<file path="src/rtl/mem_access_ctrl_if.sv">
// Request/response and data_ram signal bundle for the MEM-stage load/store initiator.
// The slave side is the controller; the master side is the pipeline plus the RAM.
interface mem_access_ctrl_if;
    logic        req_valid;
    logic        req_ready;
    logic [3:0]  req_op;
    logic [31:0] req_addr;
    logic [31:0] req_wdata;
    logic        resp_valid;
    logic [31:0] resp_rdata;
    logic        resp_misalign;
    logic        stall_req;
    logic        ram_ce;
    logic        ram_we;
    logic [31:0] ram_addr;
    logic [3:0]  ram_sel;
    logic [31:0] ram_wdata;
    logic [31:0] ram_rdata;

    modport master (
        output req_valid, req_op, req_addr, req_wdata, ram_rdata,
        input  req_ready, resp_valid, resp_rdata, resp_misalign, stall_req,
        input  ram_ce, ram_we, ram_addr, ram_sel, ram_wdata
    );

    modport slave (
        input  req_valid, req_op, req_addr, req_wdata, ram_rdata,
        output req_ready, resp_valid, resp_rdata, resp_misalign, stall_req,
        output ram_ce, ram_we, ram_addr, ram_sel, ram_wdata
    );
endinterface

</file>
<file path="src/rtl/mem_access_ctrl.sv">
// Load/store initiator: one typed request at a time becomes a single-cycle data_ram
// access with big-endian lane select, store replication and load extension.
module mem_access_ctrl (
    input  logic             clk,
    input  logic             rst,
    mem_access_ctrl_if.slave bus
);

    localparam logic [3:0] OP_LB  = 4'd1;
    localparam logic [3:0] OP_LBU = 4'd2;
    localparam logic [3:0] OP_LH  = 4'd3;
    localparam logic [3:0] OP_LHU = 4'd4;
    localparam logic [3:0] OP_LW  = 4'd5;
    localparam logic [3:0] OP_SB  = 4'd6;
    localparam logic [3:0] OP_SH  = 4'd7;
    localparam logic [3:0] OP_SW  = 4'd8;

    typedef enum logic [1:0] {
        IDLE   = 2'd0,
        ACCESS = 2'd1,
        RESP   = 2'd2
    } state_t;

    state_t      r_state;
    logic [3:0]  r_op;
    logic [1:0]  r_lane;
    logic        r_req_ready;
    logic        r_stall;
    logic        r_ram_ce;
    logic        r_ram_we;
    logic [31:0] r_ram_addr;
    logic [3:0]  r_ram_sel;
    logic [31:0] r_ram_wdata;
    logic        r_resp_valid;
    logic [31:0] r_resp_rdata;
    logic        r_resp_misalign;

    logic        w_legal;
    logic        w_is_store;
    logic        w_misalign;
    logic [3:0]  w_sel;
    logic [31:0] w_wdata;
    logic [7:0]  w_byte;
    logic [15:0] w_half;
    logic [31:0] w_load_data;

    // Decode of the incoming request; only consumed in IDLE when it is accepted.
    always_comb begin
        w_legal    = 1'b0;
        w_is_store = 1'b0;
        w_misalign = 1'b0;
        w_sel      = 4'b0000;
        w_wdata    = 32'd0;
        case (bus.req_op)
            OP_LB, OP_LBU: begin
                w_legal = 1'b1;
                w_sel   = 4'b1000 >> bus.req_addr[1:0];
            end
            OP_SB: begin
                w_legal    = 1'b1;
                w_is_store = 1'b1;
                w_sel      = 4'b1000 >> bus.req_addr[1:0];
                w_wdata    = {4{bus.req_wdata[7:0]}};
            end
            OP_LH, OP_LHU: begin
                w_legal    = 1'b1;
                w_misalign = bus.req_addr[0];
                w_sel      = bus.req_addr[1] ? 4'b0011 : 4'b1100;
            end
            OP_SH: begin
                w_legal    = 1'b1;
                w_is_store = 1'b1;
                w_misalign = bus.req_addr[0];
                w_sel      = bus.req_addr[1] ? 4'b0011 : 4'b1100;
                w_wdata    = {2{bus.req_wdata[15:0]}};
            end
            OP_LW: begin
                w_legal    = 1'b1;
                w_misalign = (bus.req_addr[1:0] != 2'b00);
                w_sel      = 4'b1111;
            end
            OP_SW: begin
                w_legal    = 1'b1;
                w_is_store = 1'b1;
                w_misalign = (bus.req_addr[1:0] != 2'b00);
                w_sel      = 4'b1111;
                w_wdata    = bus.req_wdata;
            end
            default: begin
                w_legal = 1'b0;
            end
        endcase
    end

    // Lane extraction of the word returned by data_ram, using the latched op and offset.
    always_comb begin
        w_byte      = 8'd0;
        w_half      = 16'd0;
        w_load_data = 32'd0;
        case (r_lane)
            2'b00:   w_byte = bus.ram_rdata[31:24];
            2'b01:   w_byte = bus.ram_rdata[23:16];
            2'b10:   w_byte = bus.ram_rdata[15:8];
            default: w_byte = bus.ram_rdata[7:0];
        endcase
        w_half = r_lane[1] ? bus.ram_rdata[15:0] : bus.ram_rdata[31:16];
        case (r_op)
            OP_LB:   w_load_data = {{24{w_byte[7]}}, w_byte};
            OP_LBU:  w_load_data = {24'd0, w_byte};
            OP_LH:   w_load_data = {{16{w_half[15]}}, w_half};
            OP_LHU:  w_load_data = {16'd0, w_half};
            OP_LW:   w_load_data = bus.ram_rdata;
            default: w_load_data = 32'd0;
        endcase
    end

    always_ff @(posedge clk or posedge rst) begin
        if (rst) begin
            r_state         <= IDLE;
            r_op            <= 4'd0;
            r_lane          <= 2'd0;
            r_req_ready     <= 1'b1;
            r_stall         <= 1'b0;
            r_ram_ce        <= 1'b0;
            r_ram_we        <= 1'b0;
            r_ram_addr      <= 32'd0;
            r_ram_sel       <= 4'd0;
            r_ram_wdata     <= 32'd0;
            r_resp_valid    <= 1'b0;
            r_resp_rdata    <= 32'd0;
            r_resp_misalign <= 1'b0;
        end else begin
            r_ram_ce        <= 1'b0;
            r_ram_we        <= 1'b0;
            r_ram_addr      <= 32'd0;
            r_ram_sel       <= 4'd0;
            r_ram_wdata     <= 32'd0;
            r_resp_valid    <= 1'b0;
            r_resp_rdata    <= 32'd0;
            r_resp_misalign <= 1'b0;
            case (r_state)
                IDLE: begin
                    if (bus.req_valid) begin
                        r_op        <= bus.req_op;
                        r_lane      <= bus.req_addr[1:0];
                        r_req_ready <= 1'b0;
                        r_stall     <= 1'b1;
                        // Misaligned and no-op requests answer at once without touching RAM.
                        if (w_legal && !w_misalign) begin
                            r_state     <= ACCESS;
                            r_ram_ce    <= 1'b1;
                            r_ram_we    <= w_is_store;
                            r_ram_addr  <= {bus.req_addr[31:2], 2'b00};
                            r_ram_sel   <= w_sel;
                            r_ram_wdata <= w_wdata;
                        end else begin
                            r_state         <= RESP;
                            r_resp_valid    <= 1'b1;
                            r_resp_misalign <= w_misalign;
                        end
                    end
                end
                ACCESS: begin
                    r_state      <= RESP;
                    r_resp_valid <= 1'b1;
                    r_resp_rdata <= w_load_data;
                end
                RESP: begin
                    r_state     <= IDLE;
                    r_req_ready <= 1'b1;
                    r_stall     <= 1'b0;
                end
                default: begin
                    r_state     <= IDLE;
                    r_req_ready <= 1'b1;
                    r_stall     <= 1'b0;
                end
            endcase
        end
    end

    assign bus.req_ready     = r_req_ready;
    assign bus.stall_req     = r_stall;
    assign bus.ram_ce        = r_ram_ce;
    assign bus.ram_we        = r_ram_we;
    assign bus.ram_addr      = r_ram_addr;
    assign bus.ram_sel       = r_ram_sel;
    assign bus.ram_wdata     = r_ram_wdata;
    assign bus.resp_valid    = r_resp_valid;
    assign bus.resp_rdata    = r_resp_rdata;
    assign bus.resp_misalign = r_resp_misalign;

endmodule

</file>
<file path="src/flat_wrapper.sv">
// flat-port wrapper written by rule: the top's interface ports become plain ports
module mem_access_ctrl_flat 
  (clk, rst, bus_req_valid, bus_req_op, bus_req_addr, bus_req_wdata, bus_ram_rdata, bus_req_ready, bus_resp_valid, bus_resp_rdata, bus_resp_misalign, bus_stall_req, bus_ram_ce, bus_ram_we, bus_ram_addr, bus_ram_sel, bus_ram_wdata);
  mem_access_ctrl_if bus_i ();
  input  logic clk;
  input  logic rst;
  input wire logic [$bits(bus_i.req_valid)-1:0] bus_req_valid;
  input wire logic [$bits(bus_i.req_op)-1:0] bus_req_op;
  input wire logic [$bits(bus_i.req_addr)-1:0] bus_req_addr;
  input wire logic [$bits(bus_i.req_wdata)-1:0] bus_req_wdata;
  input wire logic [$bits(bus_i.ram_rdata)-1:0] bus_ram_rdata;
  output wire logic [$bits(bus_i.req_ready)-1:0] bus_req_ready;
  output wire logic [$bits(bus_i.resp_valid)-1:0] bus_resp_valid;
  output wire logic [$bits(bus_i.resp_rdata)-1:0] bus_resp_rdata;
  output wire logic [$bits(bus_i.resp_misalign)-1:0] bus_resp_misalign;
  output wire logic [$bits(bus_i.stall_req)-1:0] bus_stall_req;
  output wire logic [$bits(bus_i.ram_ce)-1:0] bus_ram_ce;
  output wire logic [$bits(bus_i.ram_we)-1:0] bus_ram_we;
  output wire logic [$bits(bus_i.ram_addr)-1:0] bus_ram_addr;
  output wire logic [$bits(bus_i.ram_sel)-1:0] bus_ram_sel;
  output wire logic [$bits(bus_i.ram_wdata)-1:0] bus_ram_wdata;
  assign bus_i.req_valid = bus_req_valid;
  assign bus_i.req_op = bus_req_op;
  assign bus_i.req_addr = bus_req_addr;
  assign bus_i.req_wdata = bus_req_wdata;
  assign bus_i.ram_rdata = bus_ram_rdata;
  assign bus_req_ready = bus_i.req_ready;
  assign bus_resp_valid = bus_i.resp_valid;
  assign bus_resp_rdata = bus_i.resp_rdata;
  assign bus_resp_misalign = bus_i.resp_misalign;
  assign bus_stall_req = bus_i.stall_req;
  assign bus_ram_ce = bus_i.ram_ce;
  assign bus_ram_we = bus_i.ram_we;
  assign bus_ram_addr = bus_i.ram_addr;
  assign bus_ram_sel = bus_i.ram_sel;
  assign bus_ram_wdata = bus_i.ram_wdata;
  mem_access_ctrl u_core (.clk(clk), .rst(rst), .bus(bus_i));
endmodule
</file>
<file path="config.mk">
export PLATFORM = sky130hd
export DESIGN_NAME = mem_access_ctrl_flat
export DESIGN_NICKNAME = d
export VERILOG_FILES = /design/src/rtl/mem_access_ctrl_if.sv /design/src/rtl/mem_access_ctrl.sv /design/src/flat_wrapper.sv
export SDC_FILE = /design/constraint.sdc
export NUM_CORES = 1
export LEC_CHECK = 0
export ABC_AREA = 1
export CAP_MARGIN = 20
export CORE_ASPECT_RATIO = 1.75
export CORE_MARGIN = 3
export CORE_UTILIZATION = 46
export DETAILED_ROUTE_END_ITERATION = 16
export PLACE_DENSITY = 0.95
export SLEW_MARGIN = 30
export SYNTH_ARGS = -nofsm -noshare
export SYNTH_HDL_FRONTEND = slang
export SYNTH_SLANG_ARGS = --single-unit
</file>
<file path="constraint.sdc">
create_clock -name clk -period 6.9 [get_ports clk]
set_input_delay 2.07 -clock clk [delete_from_list [all_inputs] [get_ports clk]]
set_output_delay 2.07 -clock clk [all_outputs]
set_load 0.005 [all_outputs]
</file>
== Yosys cells after proc, flatten, opt, wreduce, memory -nomap -nowiden ==
Index checks and enable logic that the tools add are counted.
Cells by class
  reduce and logical (&&, ||, !) cells: 12
  eq/ne operators: 17
  shift-type cells: 1
  multiplexer cells: 38
  bitwise logic cells: 1
Operators by type and width (count)
  32-bit 2-to-1 mux: 7
  32-bit one-hot mux with 5 select lines: 1
  32-bit one-hot mux with 3 select lines: 1
  4-bit by 3-bit == test with 1-bit output (second input constant): 6
  8-bit one-hot mux with 3 select lines: 1
  4-bit by 2-bit == test with 1-bit output (second input constant): 4
  16-bit 2-to-1 mux: 1
  4-bit 2-to-1 mux: 4
  1-bit 2-to-1 mux: 15
  4-bit one-hot mux with 3 select lines: 1
  3-bit OR reduction: 3
  4-bit by 1-bit == test with 1-bit output (second input constant): 2
  1-bit one-hot mux with 2 select lines: 4
  8-bit OR reduction: 1
  2-bit by 1-bit == test with 1-bit output (second input constant): 2
  4-bit == test (second input constant): 1
  2-bit zero test: 2
  2-bit 2-to-1 mux: 2
  2-bit one-hot mux with 2 select lines: 1
  2-bit AND reduction: 2
  4-bit by 2-bit right shift with 4-bit output (first input constant): 1
  2-bit == test (second input constant): 1
  2-bit inequality test (second input constant): 1
  2-bit nonzero test: 1
  4 further kinds: 4
Storage, ports and cells
  input bits: 103
  output and inout bits: 106
  flip-flop bits (word level): 114
  logic and storage cells: 82

== Depth between registers and ports, before layout ==
  depth after elaboration: 8
  depth in mapped cells: 11
  gate-level depth less buffers: 10

== Worst setup path before layout ==
No wires, ideal clock.
  path kind: input to register
  from: input bus_req_op[1]
  to: register u_core.r_ram_addr[10] (netlist: u_core.bus.ram_addr[10])
  cell stages on the path: 10
  library setup time: 120 ps
  data required time: 6780 ps
  arrival time: 2996 ps
  setup slack: 3784 ps
  path buffers: 2
  path through: buf_4 -> nor2_2 -> nand2_2 -> nand2_1 -> nand2_1 -> nand2_1 -> inv_2 -> nand3_2 -> buf_2 -> nor2_1
On the way
  longest elaborated chain between the ends: 8
  elaborated cells on any way between the ends: 18
  those cells by class: eq/ne (8); mux (5); reduce/logical (5)
Ends and longest elaborated chain
  start, declared: RTL line flat_wrapper.sv:8  | input wire logic [$bits(bus_i.req_op)-1:0] bus_req_op;
  4-bit by 2-bit == test with 1-bit output (tied with other cells): RTL line mem_access_ctrl.sv:54  | case (bus.req_op)
  3-bit OR reduction (no source line) or 2-bit OR reduction (tied branches)
  1-bit one-hot mux with 2 select lines: RTL line mem_access_ctrl.sv:54
  1-bit zero test: RTL line mem_access_ctrl.sv:149  | if (w_legal && !w_misalign) begin
  1-bit logical AND *: RTL line mem_access_ctrl.sv:149
  32-bit 2-to-1 mux *: RTL line mem_access_ctrl.sv:149
  32-bit 2-to-1 mux *: RTL line mem_access_ctrl.sv:143  | if (bus.req_valid) begin
  32-bit 2-to-1 mux *: RTL line mem_access_ctrl.sv:141  | case (r_state)
  end signal, assigned: RTL line mem_access_ctrl.sv:153  | r_ram_addr <= {bus.req_addr[31:2], 2'b00};
  end, declared: RTL line mem_access_ctrl.sv:31  | logic [31:0] r_ram_addr;
Every way passes the cells marked *; elsewhere a longest branch is shown, timed or not.
A chain may end at the register's enable or synchronous reset.

== Final worst setup path ==
  from: input bus_req_op[1]
  to: register u_core.r_ram_addr[21] (netlist: u_core.bus.ram_addr[21])
Same word-level chain as after synthesis.

==> metrics.cfg <==
[power]
p_int_uw = 1130
clock_power_share_pct = 34.1
p_per_area_nw_per_um2 = 221
switching_share_pct = 29.0
comb_power_share_pct = 20.9
leakagePower_uw = 0.00347
seqPwrFrac_pct = 45.1
p_sw_uw = 462
total_power_uw = 1600
ir_drop_mv = 0.185

[global_route]
grt_max_degree = 62
grt_pass1_vias = 4813
antenna_found_initial = 0
overflow = 0
grt_pass1_wl_um = 22700
grt_usage_pct = 24.2

[clocking]
htreeDepth = 3
root_buffer = clkbuf_16
cts_buffer_depth = 2
cts_resized = 0
numCtsBuffers = 9
cts_tree = yes
worstSkewPairLatency_ps = 350
cts_sinks = 112
clkTransAtPathRegs_ps = 60
postCtsSetupRepairBufs = 0
holdBufCountCts = 0

[worst_setup_path]
rr_worst_depth = 7
arrival_ps = 4050
reg2reg_slack_ps = 4150
rr_startpoint = u_core.r_lane[1]$_DFFE_PP0P_
crit_start = bus_req_op[1]
cp_data_required_time_ps = 7150
reg2reg_to = u_core.bus.resp_rdata[7]$_DFF_PP0_
crit_path_end_kind = register
startpoint_type = input pin
path_max_fanout = 32
critPathKind = input pin to register

[worst_hold_path]
hp-start = u_core.bus.stall_req$_DFFE_PP0P_
hp-class = register to register
hold_path_depth = 2
hold_path_end = u_core.bus.stall_req$_DFFE_PP0P_

[floorplanning]
num_io_pins = 209
fp.dieH_um = 142
fp.coreArea_sq_um = 10000
die_area_sq_um = 11800
rows = 48
die_x_um = 83.5
initial_utilization_pct = 48.2

[synth]
synth.distinct_cells = 26
avgSynthCellArea_sq_um = 8.42
syn_inst = 574
synth_area_sq_um = 4830
ys_seq_area_share_pct = 58.0
yosys_warnings = 0
ys_ff_latch = 112

[layout]
drive_gt1_share_pct = 4.40
synthToLayoutAreaGrowth_pct = 49.8
multiInputGateArea_sq_um = 1580
nets = 871
regArea_sq_um = 2800
fill_cells = 694
num_antenna_cells = 0

[placement]
place_ws_ps = 2760
port-buffer-count = 206
dpl.hpwl_um = 10900
place_congestion = 0.884

[timing]
fin_skew_ps = 7.54
slew_headroom_pct = 41.3
hold_violations = 0
fin_setup_tns_ps = 0
period_needed_ps = 3810
rsz0062_at_grt = false
period_share_pct = 55.2
finalSetupViolCount = 0
drv_slew = 0
worst_slack_ps = 3090
fmax_mhz = 263
tightest_slew_ps = 878

[flow_run]
max_cap_viol_count = 0

[detailed_routing]
wl_per_cell_um = 15.9
drtIter0Drc = 324
routed_wl_um = 14300
num_vias = 4617
dr.pass1.iters = 6
ant_nets = 0
via_per_inst = 5.14
drc = 0

[run_status]
outcome = completed

## placed cells by master, fill, tap and decap left out
cell type | Yosys | final
nand3_1 | 14 | 14
inv_4 | 0 | 1
clkinvlp_4 | 0 | 1
nand2_1 | 132 | 131
clkinv_4 | 0 | 2
dfrtp_1 | 111 | 111
clkinv_1 | 1 | 1
nor2_2 | 1 | 1
nand3_2 | 1 | 1
nand2_2 | 3 | 4
a21oi_1 | 17 | 17
nand3b_1 | 4 | 4
o21ai_0 | 28 | 28
a31oi_1 | 24 | 24
a211oi_1 | 5 | 5
nand4_1 | 5 | 5
inv_1 | 76 | 75
nand4_4 | 1 | 1
buf_4 | 3 | 1
clkbuf_8 | 0 | 1
o211ai_1 | 5 | 5
clkbuf_16 | 0 | 9
nor2_4 | 1 | 1
inv_6 | 0 | 1
o21ai_2 | 1 | 1
nor2_1 | 111 | 111
bufinv_16 | 0 | 1
inv_2 | 6 | 6
conb_1 | 1 | 2
inv_8 | 0 | 1
clkdlybuf4s50_1 | 0 | 206
dfstp_2 | 1 | 1
## worst max-delay path, stage by stage
cell             delay (ps)
clkdlybuf4s50_1         640
nand2_1                 110
inv_2                   110
nand2_2                  80
nand2_1                  80
nor2_1                   60
nand2_2                 130
nand3_2                 480
nor2_1                  290
## per-layer routing
layer | up-vias | GRT usage, % | wire length [um]
met5 | - | 0 | 0
met4 | 0 | 14.0 | 853
met3 | 58 | 6.91 | 1130
met2 | 261 | 44.7 | 7660
met1 | 2130 | 23.8 | 4670
li1 | 2168 | - | -
## final cells by class
class / instances / area share, %
inverters: 83 / 4.34
clock buffers: 10 / 3.30
well taps: 125 / 2.16
repair buffers: 207 / 28.6
flip-flops and latches: 112 / 38.7
multi-input cells: 355 / 21.8
clock inverters: 6 / 1.04
## power by group through the flow
stage                     combinational, uW  sequential (uW)  clock, uW
final                                   333              719        544
after global routing                    370              725        573
after CTS                               332              719        550
after detailed placement                328              731          0
after global placement                  316              730          0
after floorplan                         183              723          0
## through the flow
step | hold WS, ps | util [%] | cell area (sq um) | std cells
global route | 529 | 72.2 | 7240 | 898
CTS | 494 | 72.1 | 7240 | 898
detailed placement | 476 | 69.0 | 6920 | 882
finish | 491 | 72.2 | 7240 | 898
global placement | 468 | 69.0 | 6920 | 882
floorplan | 473 | - | 4830 | 575
## synth_stat cells, drive strengths merged
master  count  area share [%]
a31oi      24             3.1
clkinv      1           0.078
a21oi      17             1.8
o211ai      5            0.78
o21ai      29             3.1
conb        1           0.078
nor2      113             9.0
dfrtp     111              57
dfstp       1            0.54
clkbuf      8            0.62
buf        17             2.3
a211oi      5            0.78
nand2     135              11
nand4       6             1.1
inv        82             6.4
nand3b      4            0.62
nand3      15             1.7
## worst max path at each step
stage	end	cells past startpoint	slack, ps
after global routing	u_core.bus.ram_addr[21]$_DFF_PP0_	9	2890
after floorplan	u_core.bus.ram_addr[10]$_DFF_PP0_	1	1870
final	u_core.bus.ram_addr[21]$_DFF_PP0_	9	3090
after detailed placement	u_core.bus.ram_addr[28]$_DFF_PP0_	9	2760
after global placement	u_core.bus.ram_addr[31]$_DFF_PP0_	9	2950
after CTS	u_core.bus.ram_addr[21]$_DFF_PP0_	9	3080
## cells by family (layout without fill, tap and decap cells)
logic type / Yosys count / count (layout) / share of synthesized area, %
other: 1 / 2 / 0.0776
AO/OA/AOI/OAI: 80 / 80 / 9.51
buffers and inverters: 108 / 306 / 9.38
AND/OR/NAND/NOR: 273 / 273 / 23.0
flip-flops: 112 / 112 / 58.0
## flip-flops by register name, summed over array words and instances, names as in the netlist
signal / count
u_core.bus.req_ready: 1
u_core.bus.resp_misalign: 1
u_core.r_op: 4
u_core.r_state: 2
u_core.bus.stall_req: 1
u_core.bus.ram_we: 1
u_core.bus.resp_valid: 1
u_core.bus.ram_ce: 1
u_core.r_lane: 2
u_core.bus.ram_wdata: 32
u_core.bus.ram_addr: 30
u_core.bus.ram_sel: 4
u_core.bus.resp_rdata: 32
No activity file was read; power rests on OpenSTA's default activity.
